File: src/rtl/serial_packet_demux.sv
// serial_packet_demux
// Serial-frame receiver and router. A frame is a start bit (0), an ADDR_W-bit
// destination address (MSB first), a LEN_W-bit payload length (MSB first) and
// then len payload bits. Every payload bit is registered onto dout[addr_q]
// with a one-hot strobe on dout_valid.
// Optional feature macro: SERIAL_DEMUX_PARITY_EN adds a trailing even-parity
// bit after the payload and reports a mismatch on err together with done.
module serial_packet_demux #(
  parameter int ADDR_W = 4,
  parameter int LEN_W  = 6
) (
  input  logic                   clk,
  input  logic                   rst,
  input  logic                   serIn,
  output logic [(2**ADDR_W)-1:0] dout,
  output logic [(2**ADDR_W)-1:0] dout_valid,
  output logic [ADDR_W-1:0]      addr_q,
  output logic [LEN_W-1:0]       len_q,
  output logic                   busy,
  output logic                   done,
  output logic                   err
);

  localparam int NUM_OUT = 2**ADDR_W;
  localparam int CNT_W   = (ADDR_W > LEN_W) ? ADDR_W : LEN_W;

  localparam logic [CNT_W-1:0] ADDR_LAST = CNT_W'(ADDR_W - 1);
  localparam logic [CNT_W-1:0] LEN_LAST  = CNT_W'(LEN_W - 1);

`ifdef SERIAL_DEMUX_PARITY_EN
  typedef enum logic [2:0] {
    ST_IDLE    = 3'd0,
    ST_ADDR    = 3'd1,
    ST_LEN     = 3'd2,
    ST_PAYLOAD = 3'd3,
    ST_PARITY  = 3'd4,
    ST_DONE    = 3'd5
  } state_t;
  // The frame tail goes through the parity slot before completing.
  localparam state_t ST_TAIL = ST_PARITY;
  localparam logic   PAR_EN  = 1'b1;
`else
  typedef enum logic [2:0] {
    ST_IDLE    = 3'd0,
    ST_ADDR    = 3'd1,
    ST_LEN     = 3'd2,
    ST_PAYLOAD = 3'd3,
    ST_DONE    = 3'd5
  } state_t;
  localparam state_t ST_TAIL = ST_DONE;
  localparam logic   PAR_EN  = 1'b0;
`endif

  state_t               state_r;
  state_t               state_next_s;
  logic [CNT_W-1:0]     cnt_r;
  logic [ADDR_W-1:0]    addr_r;
  logic [LEN_W-1:0]     len_r;
  logic [NUM_OUT-1:0]   dout_r;
  logic [NUM_OUT-1:0]   valid_r;
  logic                 busy_r;
  logic                 done_r;
  logic                 err_r;
  logic                 par_r;

  logic [LEN_W-1:0]     len_full_s;
  logic [CNT_W-1:0]     pay_last_s;
  logic [NUM_OUT-1:0]   onehot_s;

  // Length as it will look once the bit currently on serIn is shifted in.
  assign len_full_s = {len_r[LEN_W-2:0], serIn};
  // Terminal payload count; only used while len_r is non-zero.
  assign pay_last_s = CNT_W'(len_r) - CNT_W'(1'b1);
  assign onehot_s   = {{(NUM_OUT-1){1'b0}}, 1'b1} << addr_r;

  // State register.
  always_ff @(posedge clk) begin
    if (rst) begin
      state_r <= ST_IDLE;
    end else begin
      state_r <= state_next_s;
    end
  end

  // Next-state logic for the frame controller.
  always_comb begin
    state_next_s = state_r;
    case (state_r)
      ST_IDLE: begin
        if (serIn == 1'b0) begin
          state_next_s = ST_ADDR;
        end else begin
          state_next_s = ST_IDLE;
        end
      end
      ST_ADDR: begin
        if (cnt_r == ADDR_LAST) begin
          state_next_s = ST_LEN;
        end else begin
          state_next_s = ST_ADDR;
        end
      end
      ST_LEN: begin
        if (cnt_r == LEN_LAST) begin
          if (len_full_s == {LEN_W{1'b0}}) begin
            state_next_s = ST_TAIL;
          end else begin
            state_next_s = ST_PAYLOAD;
          end
        end else begin
          state_next_s = ST_LEN;
        end
      end
      ST_PAYLOAD: begin
        if (cnt_r == pay_last_s) begin
          state_next_s = ST_TAIL;
        end else begin
          state_next_s = ST_PAYLOAD;
        end
      end
`ifdef SERIAL_DEMUX_PARITY_EN
      ST_PARITY: begin
        state_next_s = ST_DONE;
      end
`endif
      ST_DONE: begin
        state_next_s = ST_IDLE;
      end
      default: begin
        state_next_s = ST_IDLE;
      end
    endcase
  end

  // Bit counter: restarts on every state change, counts within a field.
  always_ff @(posedge clk) begin
    if (rst) begin
      cnt_r <= {CNT_W{1'b0}};
    end else if (state_r != state_next_s) begin
      cnt_r <= {CNT_W{1'b0}};
    end else if ((state_r == ST_ADDR) || (state_r == ST_LEN) || (state_r == ST_PAYLOAD)) begin
      cnt_r <= cnt_r + CNT_W'(1'b1);
    end else begin
      cnt_r <= {CNT_W{1'b0}};
    end
  end

  // Header capture, payload routing, parity accumulation and status flags.
  always_ff @(posedge clk) begin
    if (rst) begin
      addr_r  <= {ADDR_W{1'b0}};
      len_r   <= {LEN_W{1'b0}};
      dout_r  <= {NUM_OUT{1'b0}};
      valid_r <= {NUM_OUT{1'b0}};
      busy_r  <= 1'b0;
      done_r  <= 1'b0;
      err_r   <= 1'b0;
      par_r   <= 1'b0;
    end else begin
      // Strobes are single-cycle unless re-asserted below.
      dout_r  <= {NUM_OUT{1'b0}};
      valid_r <= {NUM_OUT{1'b0}};
      done_r  <= 1'b0;
      case (state_r)
        ST_IDLE: begin
          if (serIn == 1'b0) begin
            busy_r <= 1'b1;
            err_r  <= 1'b0;
            par_r  <= 1'b0;
          end
        end
        ST_ADDR: begin
          addr_r <= {addr_r[ADDR_W-2:0], serIn};
        end
        ST_LEN: begin
          len_r <= len_full_s;
        end
        ST_PAYLOAD: begin
          dout_r  <= serIn ? onehot_s : {NUM_OUT{1'b0}};
          valid_r <= onehot_s;
          par_r   <= par_r ^ serIn;
        end
`ifdef SERIAL_DEMUX_PARITY_EN
        ST_PARITY: begin
          par_r <= par_r ^ serIn;
        end
`endif
        ST_DONE: begin
          // serIn is deliberately not looked at here.
          busy_r <= 1'b0;
          done_r <= 1'b1;
          err_r  <= PAR_EN & par_r;
        end
        default: begin
          busy_r <= 1'b0;
        end
      endcase
    end
  end

  assign dout       = dout_r;
  assign dout_valid = valid_r;
  assign addr_q     = addr_r;
  assign len_q      = len_r;
  assign busy       = busy_r;
  assign done       = done_r;
  assign err        = err_r;

endmodule
File: config.mk
export PLATFORM = sky130hd
export DESIGN_NAME = serial_packet_demux
export DESIGN_NICKNAME = d
export VERILOG_FILES = /design/src/rtl/serial_packet_demux.sv
export SDC_FILE = /design/constraint.sdc
export NUM_CORES = 1
export LEC_CHECK = 0
export CAP_MARGIN = 20
export CORE_MARGIN = 2
export CORE_UTILIZATION = 23
export CTS_CLUSTER_DIAMETER = 30
export CTS_CLUSTER_SIZE = 28
export DETAILED_ROUTE_END_ITERATION = 16
export RECOVER_POWER = 25
export SKIP_CTS_REPAIR_TIMING = 1
export SLEW_MARGIN = 10
export SYNTH_ARGS = -nofsm -noshare
export SYNTH_HDL_FRONTEND = slang
export SYNTH_SLANG_ARGS = --single-unit
File: constraint.sdc
create_clock -name clk -period 6.1 [get_ports clk]
set_input_delay 1.22 -clock clk [delete_from_list [all_inputs] [get_ports clk]]
set_output_delay 1.22 -clock clk [all_outputs]
set_load 0.005 [all_outputs]
== After elaboration in Yosys (flattened, before gate mapping) ==
Index checks and enable logic that the tools add are counted.
Word-level totals
  flip-flop bits (word level): 54
  input bits: 3
  output and inout port bits: 45
  logic and storage cells: 47
Operators by class
  add/subtract/negate cells: 2
  equality and inequality tests: 9
  shift operators: 1
  mux-type cells: 11
  bitwise operators: 4
  reduce and logical (&&, ||, !) cells: 11
Operator list (count)
  left shift 1 x 4 -> 16 bit (first input constant): 1
  case mux 3 bit (4 select lines): 1
  two-way mux 3 bit: 3
  OR reduction 3 bit: 3
  adder 6 x 1 -> 6 bit (second input constant): 1
  == test 3 x 2 -> 1 bit (second input constant): 2
  == test 6 x 2 -> 1 bit (second input constant): 1
  == test 6 x 3 -> 1 bit (second input constant): 1
  == test 6 bit: 1
  logical NOT 6 bit: 1
  subtractor 6 x 1 -> 6 bit (second input constant): 1
  two-way mux 1 bit: 4
  NOT 1 bit: 4
  case mux 1 bit (2 select lines): 2
  AND reduction 2 bit: 2
  == test 3 x 1 -> 1 bit (second input constant): 1
  == test 3 bit (second input constant): 1
  logical NOT 3 bit: 1
  inequality test 3 bit: 1
  logical OR 1 bit: 2
  two-way mux 2 bit: 1
  inequality test 2 bit (second input constant): 1
  nonzero test 2 bit: 1
  OR reduction 2 bit: 1

== Depth between registers and ports, before layout ==
Gate-level depths: netlist of the first run.
  depth after elaboration: 6
  depth in mapped cells: 7
  gate-level depth less buffers: 7

== Worst setup path before layout of the first run ==
Ideal clock, no wire load.
  kind: reg-to-reg
  start point: register len_r[0], in the netlist len_q[0]
  end point: register state_r[2]
  library setup time: 0.070 ns
  data arrival time: 1.984 ns
  path slack: 4.046 ns
  cell stages (with the launch flop): 8
  buffers on the path: 0
  period minus slack after synthesis: 2.054 ns
  cells stage by stage: dfxtp_1 inv_1 ha_1 o21ba_1 a221oi_2 a41oi_1 or4b_1 a21boi_1
On the way
  longest elaborated chain between the ends: 4
  elaborated cells on any way between the ends: 7
Ends and longest elaborated chain
  start: declaration: RTL line 58  | logic [LEN_W-1:0] len_r;
  start signal: assignment: RTL line 152  | len_r <= {LEN_W{1'b0}};
  start signal: assignment: RTL line 176  | len_r <= len_full_s;
  subtractor 6 x 1 -> 6 bit / logical NOT 6 bit (equally long branches): RTL line 73, 105
  == test 6 bit / two-way mux 3 bit (equally long branches): RTL line 115, 105
  two-way mux 3 bit, on equally long branches: RTL line 115, 104
  case mux 3 bit (4 select lines) *: RTL line 88  | case (state_r)
  end signal: assignment: RTL line 81  | state_r <= state_next_s;
  end: declaration: RTL line 54  | state_t state_r;
Mark *: on every way between the ends. The rest lies on a longest branch, timed or not.
A chain may end at the register's enable or synchronous reset.

== Final worst setup path of the first run ==
  start point: input port rst
  end point: register valid_r[1], in the netlist dout_valid[1]
On the way
  longest elaborated chain between the ends: 1
Ends and longest elaborated chain
  start: declaration: RTL line 13  | input logic rst,
  OR reduction 2 bit (no source line)
  end signal: assignment: RTL line 154  | valid_r <= {NUM_OUT{1'b0}};
  end signal: assignment: RTL line 162  | valid_r <= {NUM_OUT{1'b0}};
  end signal: assignment: RTL line 180  | valid_r <= onehot_s;
  end: declaration: RTL line 60  | logic [NUM_OUT-1:0] valid_r;
Every way passes these cells.

==> results by group, run 1 <==
Global routing
  • Maximum number of pins on one net before global-route repair: 19
  • Global-route track usage on met2: 15.1%
  • Vias in the first global route: 1,434
  • Global route overflow: 0
  • Number of antenna violations at the first check in global routing: 0
  • Global-route layer with the greatest usage: met2
  • Wire length of the first global-routing pass: 6820 µm
  • Met1 demand-to-capacity share in global routing: 13.0%
  • Global routing usage on met3: 2.51%
  • Overall routing resource usage: 9.64%

Clocking
  • CTS tree: done
  • # H-tree levels: 2
  • Total CTS buffers: 5
  • Clk pin slew, worst setup/hold paths: 0.10 ns
  • Clk_lat worst skew: 0.30 ns
  • Maximum number of buffers from clock root to sink: 2
  • Total number of clock tree sinks: 53
  • Root buffer cell: sky130_fd_sc_hd__clkbuf_8

STA
  • Slew margin rel.: 50.6%
  • Achievable Freq: 0.377 GHz
  • Worst hold margin: 0.473 ns
  • Setup repair after global routing missed its margin: false
  • Final critical-path setup slack: 3.45 ns
  • Period Utilization, post-route: 43.5%
  • Final setup vio count: 0
  • Final hold violation count: 0
  • Total negative slack: 0 ns
  • Transition time at the pin with the least slew margin: 0.734 ns
  • Maximum clock skew at final layout: 0.00783 ns
  • Time the final worst path needs with I/O delays and setup: 2.65 ns
  • Max-slew violation total from the final report: 0

Synth
  • Cell area after technology mapping: 0.00194 mm²
  • Syn. warnings: 0
  • Synth Area in Simple Gates: 23.4%
  • Combinational family with the most area after synthesis: simple AND/OR/NAND/NOR gates
  • Share of cell area taken by muxes after synthesis: 4.65%
  • Sequential area share after synthesis: 54.7%
  • Share of the synthesized netlist area taken by xor and xnor gates: 5.42%
  • Cell type contributing the most total cell area after synthesis: sky130_fd_sc_hd__dfxtp_1
  • Count of different cell masters after synthesis: 40
  • Area fraction in compound gates after synthesis: 5.94%
  • Arithmetic-cell share of the synthesized area counting full adders, half adders and majority gates: 1.94%
  • Cell count after synthesis: 201
  • Flip-flop and latch count after synthesis: 53
  • Cell types with the largest area share after synthesis: sky130_fd_sc_hd__dfxtp_1 (55%), sky130_fd_sc_hd__nor2_1 (10%), sky130_fd_sc_hd__mux2i_1 (4.6%)
  • Area share of the largest cell type after synthesis: 54.7%
  • Synthesized net count: 207
  • Post-synthesis area per instance: 9.64 µm²

Power and ir drop
  • Maximum vdd drop: 0.0000769 V
  • Power density cells: 222 mW/mm²
  • Leakage: 0.922 nW

Floorplanning
  • Full die area: 0.00918 mm²
  • DIE WIDTH: 95.8 µm
  • Core outline area: 0.00818 mm²
  • Cell row count: 33
  • DIE HEIGHT: 95.8 µm
  • Starting density of the core: 23.7%
  • Top-Level Pins: 48

Place
  • Half-perimeter wire length after detailed placement: 3110 µm
  • Port Buffers: 46
  • Global placer's final weighted congestion: 0.747
  • Post-Place Worst Slack: 3.16 ns

Worst setup path
  • Number of cells on the worst reg-to-reg path: 7
  • Setup Crit Path Kind: primary input to flop
  • Required time of the critical path: 6.34 ns
  • Logic depth of the worst path, buffers included: 4
  • Endpoint class of the critical path: flop
  • Arrival @ worst endpoint: 2.89 ns
  • Number of buffer and inverter instances along the worst setup path: 1
  • Sequence of cells on the critical path: dlygate4sd3_1 > or2_2 > or3_1 > nor2_1
  • Category of cells accounting for the largest share of critical-path delay: simple AND/OR/NAND/NOR gates
  • Nature of the critical path startpoint: primary input
  • Library cell contributing the largest single delay on the critical path: sky130_fd_sc_hd__dlygate4sd3_1
  • Largest fanout on the critical path: 15
  • Delay of the slowest cell on the worst path: 0.74 ns

Final layout
  • Total area of multi-input combinational cells: 805 µm²
  • Antenna diodes: 0
  • Fraction of final layout cells with drive strength greater than 1: 6.12%
  • Number of filler cells placed in the layout: 867
  • Net total in the final layout: 250
  • Synthesis-to-layout area growth: 33.1%
  • Sequential cell area in the final layout: 0.00106 mm²

Min path
  • Type of the tightest min-delay check: flop to flop
  • Number of cells on the worst hold path: 1

Detailed routing
  • Iter 0 DRT Violations: 60
  • Vias: 1,461
  • Total wire length after detailed routing: 4110 µm
  • Drt first pass iters: 4
  • Number of remaining DRC errors: 0
  • Residual antenna-violating net count after detailed routing: 0
  • DR vias/cell: 4.17
  • Wire per inst: 11.7 µm

Run status
  • Result of the run: completed

Job
  • Maximum Capacitance Violations: 0
worst register-to-register path: cells and delay by family, from the launching register on:
family          cells  cell delay (ns)
compound gates      4             0.78
fa+ha+maj           1             0.26
buf+inv             1             0.11
flops               1             0.51
simple gates        1             0.56
sequential cells by signal, indices dropped and copies added, names as in the netlist:
register    flops
dout           16
dout_valid     16
cnt_r           6
len_q           6
addr_q          4
state_r         3
busy            1
done            1
synthesized netlist by cell type (all sizes together):
cell / count
dfxtp: 53
nor2: 53
mux2i: 9
nor3: 9
nand2: 8
xnor2: 7
buf: 6
clkbuf: 5
inv: 5
nand3: 5
xor2: 5
ha: 3
nand2b: 3
nor4: 3
or3: 3
a21boi: 2
a21oi: 2
nand3b: 2
nor4b: 2
or2: 2
a2111oi: 1
a221oi: 1
a22oi: 1
a41oi: 1
conb: 1
nand4b: 1
nor2b: 1
nor3b: 1
o21a: 1
o21ai: 1
o21ba: 1
o22ai: 1
o31ai: 1
or4b: 1
metal layers:
metal / vias up / part of all wire (%)
met5: - / 0
met4: 0 / 0.88
met3: 4 / 5.5
met2: 40 / 43
met1: 677 / 50
li1: 740 / -
report_power, final:
group	leakage, nW	switching, W	internal [W]
Sequential	0.428	0.00000334	0.000348
Combinational	0.452	0.0000107	0.00000785
Clock	0.0423	0.000119	0.0000836
Total	0.922	0.000133	0.000440
final cells by class:
cell class | instances | share of cell area, %
sequential | 53 | 41.1
multi-input combinational | 132 | 31.2
clock inverter | 3 | 1.02
clock buffer | 5 | 2.67
inverter | 5 | 0.728
timing repair buffer | 47 | 18.1
tap | 105 | 5.09
through the flow:
stage	cell area [µm²]	instances	total power, W	utilization, %
floorplan	1940	201	0.000372	-
global placement	2480	342	0.000378	30.4
detailed placement	2480	342	0.000378	30.4
CTS	2580	350	0.000580	31.5
global route	2580	350	0.000594	31.5
finish	2580	350	0.000572	31.5
cell usage in the layout, fill, tap and decap left out, drive strengths merged:
cell type / instances
nor2: 53
dfxtp: 53
clkdlybuf4s50: 35
dlygate4sd3: 11
mux2i: 9
nor3: 9
nand2: 8
xnor2: 7
inv: 6
nand3: 5
xor2: 5
clkbuf: 5
or3: 3
nor4: 3
nand2b: 3
ha: 3
or2: 2
nand3b: 2
a21boi: 2
a21oi: 2
clkinvlp: 2
nor4b: 2
o21ai: 1
o21ba: 1
a221oi: 1
a41oi: 1
nor3b: 1
nand4b: 1
o31ai: 1
a22oi: 1
o22ai: 1
or4b: 1
o21a: 1
nor2b: 1
a2111oi: 1
conb: 1
buf: 1
worst paths after layout:
kind	startpoint	end	slack, ns
hold reg to reg	busy$_SDFFE_PP0P_	busy$_SDFFE_PP0P_	0.47
hold / removal	busy$_SDFFE_PP0P_	busy$_SDFFE_PP0P_	0.47
setup / recovery	rst	dout_valid[1]$_SDFF_PP0_	3.45
setup reg to reg	len_q[0]$_SDFFE_PP0P_	state_r[2]$_SDFF_PP0_	3.80
cell families (layout without fill, tap and decap cells):
kind of cell / count (synthesis) / after routing
AOI/OAI and AO/OA: 13 / 13
xor gates and xnor gates: 12 / 12
and+or+nand+nor: 94 / 94
muxes: 9 / 9
adders and majority gates: 3 / 3
DFF: 53 / 53
buffers and inverters: 16 / 60
other: 1 / 1
Note: power is estimated with default switching activity, not from simulation.
==> inputs of run 2 (changes only) <==
==> constraint.sdc (replaced) <==
create_clock -name clk -period 2.2 [get_ports clk]
set_input_delay 0.44 -clock clk [delete_from_list [all_inputs] [get_ports clk]]
set_output_delay 0.44 -clock clk [all_outputs]
set_load 0.005 [all_outputs]
==> results by group, run 2 (same netlist as run 1, synthesis figures left out) <==
Run status
  • Result of the run: completed

Place
  • Post-DP Area: 0.00251 mm²
  • Cells after DPL: 346
  • Port Buffers: 46
  • Half-perimeter wire length after detailed placement: 2990 µm
  • Global placer's final weighted congestion: 0.771

Worst setup path
  • Arrival @ worst endpoint: 2.23 ns
  • Required time of the critical path: 2.44 ns
  • Endpoint class of the critical path: flop
  • Setup Crit Path Kind: flop to flop
  • Largest fanout on the critical path: 4
  • Nature of the critical path startpoint: flop

Global routing
  • Overall routing resource usage: 9.45%
  • Vias in the first global route: 1,362
  • Number of antenna violations at the first check in global routing: 0
  • Wire length of the first global-routing pass: 6650 µm
  • Global route overflow: 0
  • Maximum number of pins on one net before global-route repair: 19

Final layout
  • Most frequent cells in the layout: sky130_fd_sc_hd__nor2_1 (53), sky130_fd_sc_hd__dfxtp_1 (53), sky130_fd_sc_hd__clkdlybuf4s50_1 (37)
  • Net total in the final layout: 254
  • Summed area of non-filler cells in the final layout: 0.00260 mm²
  • Fraction of final layout cells with drive strength greater than 1: 6.83%
  • Synthesis-to-layout area growth: 34.1%
  • Non-filler instance count after layout: 354
  • Post-route core utilization: 31.8%
  • Antenna diodes: 0
  • Number of filler cells placed in the layout: 866

Floorplanning
  • Core outline area: 0.00818 mm²
  • DIE WIDTH: 95.8 µm
  • Starting density of the core: 23.7%
  • Full die area: 0.00918 mm²
  • DIE HEIGHT: 95.8 µm
  • Top-Level Pins: 48
  • Cell row count: 33

Clocking
  • Clk pin slew, worst setup/hold paths: 0.10 ns
  • Total number of clock tree sinks: 53
  • Clk_lat worst skew: 0.31 ns
  • CTS tree: done
  • Total CTS buffers: 5
  • Maximum number of buffers from clock root to sink: 2
  • # H-tree levels: 2
  • Root buffer cell: sky130_fd_sc_hd__clkbuf_8

STA
  • Final setup vio count: 0
  • Final hold violation count: 0
  • Slew margin rel.: 40.3%
  • Time the final worst path needs with I/O delays and setup: 1.99 ns
  • Period Utilization, post-route: 90.5%
  • Maximum clock skew at final layout: 0.00887 ns
  • Transition time at the pin with the least slew margin: 0.889 ns
  • Total negative slack: 0 ns
  • Achievable Freq: 0.502 GHz
  • Setup repair after global routing missed its margin: false
  • Max-slew violation total from the final report: 0

Detailed routing
  • Number of remaining DRC errors: 0
  • Vias: 1,454
  • DR vias/cell: 4.11
  • Residual antenna-violating net count after detailed routing: 0
  • Wire per inst: 11.4 µm
  • Iter 0 DRT Violations: 93
  • Total wire length after detailed routing: 4030 µm
  • Drt first pass iters: 4

Min path
  • Type of the tightest min-delay check: flop to flop

Power and ir drop
  • Maximum vdd drop: 0.000218 V
  • Switching power of the nets: 0.000375 W
  • Clock share of power: 35.6%
  • Fraction of power spent switching nets: 23.5%
  • Seq pwr share: 61.1%
  • Internal: 0.00122 W
  • Power density cells: 613 mW/mm²
  • Leakage: 0.937 nW
  • Combinational share of power: 3.3%

Job
  • Maximum Capacitance Violations: 0
==> run 2: worst max-delay path: stages, from the launching register on <==
cell and delay [ns]:
sky130_fd_sc_hd__dfxtp_1 0.34, sky130_fd_sc_hd__inv_1 0.05, sky130_fd_sc_hd__ha_1 0.24, sky130_fd_sc_hd__o21ba_1 0.21, sky130_fd_sc_hd__a221oi_2 0.25, sky130_fd_sc_hd__a41oi_1 0.13, sky130_fd_sc_hd__or4b_1 0.56, sky130_fd_sc_hd__a21boi_1 0.17
==> run 2: metrics by stage <==
| step | power [W] | setup WS, ns | hold WS, ns |
|---|---|---|---|
| after floorplan | 0.00103 | 0.146 | 0.464 |
| after global placement | 0.00105 | 0.283 | 0.452 |
| after detailed placement | 0.00105 | 0.233 | 0.458 |
| after CTS | 0.00161 | 0.208 | 0.484 |
| after global routing | 0.00167 | 0.0880 | 0.513 |
| final | 0.00159 | 0.208 | 0.475 |
==> run 2: power groups by stage <==
stage	Sequential, W	Clock [W]	Combinational (W)
after floorplan	0.000994	0	0.0000362
after global placement	0.000995	0	0.0000557
after detailed placement	0.000996	0	0.0000553
after CTS	0.000974	0.000583	0.0000557
after global routing	0.000976	0.000635	0.0000601
final	0.000973	0.000566	0.0000531
==> run 2: worst paths after layout <==
path                                       startpoint                     to  slack [ns]  cells after the start
worst min-delay path                busy$_SDFFE_PP0P_      busy$_SDFFE_PP0P_        0.47                      1
worst max-delay path            len_q[0]$_SDFFE_PP0P_  state_r[2]$_SDFF_PP0_        0.21                      7
worst min register to register      busy$_SDFFE_PP0P_      busy$_SDFFE_PP0P_        0.47                      1
worst max register to register  len_q[0]$_SDFFE_PP0P_  state_r[2]$_SDFF_PP0_        0.21                      7
==> run 2: cell type report <==
class / count / area (µm²) / share of cell area, %
well taps: 105 / 131 / 5.06
repair buffers: 51 / 494 / 19.0
clock inverters: 3 / 25.0 / 0.963
multi-input cells: 132 / 800 / 30.8
flip-flops and latches: 53 / 1060 / 40.8
inverters: 5 / 18.8 / 0.722
clock buffers: 5 / 68.8 / 2.65
==> run 2: metal layers <==
layer	routed length (µm)	share of wire [%]	global-route usage, %	up-vias
met4	53	1.3	2.86	0
met2	1730	43	14.5	36
li1	-	-	-	753
met3	306	7.6	4.07	5
met5	0	0	0	-
met1	1950	48	12.0	660
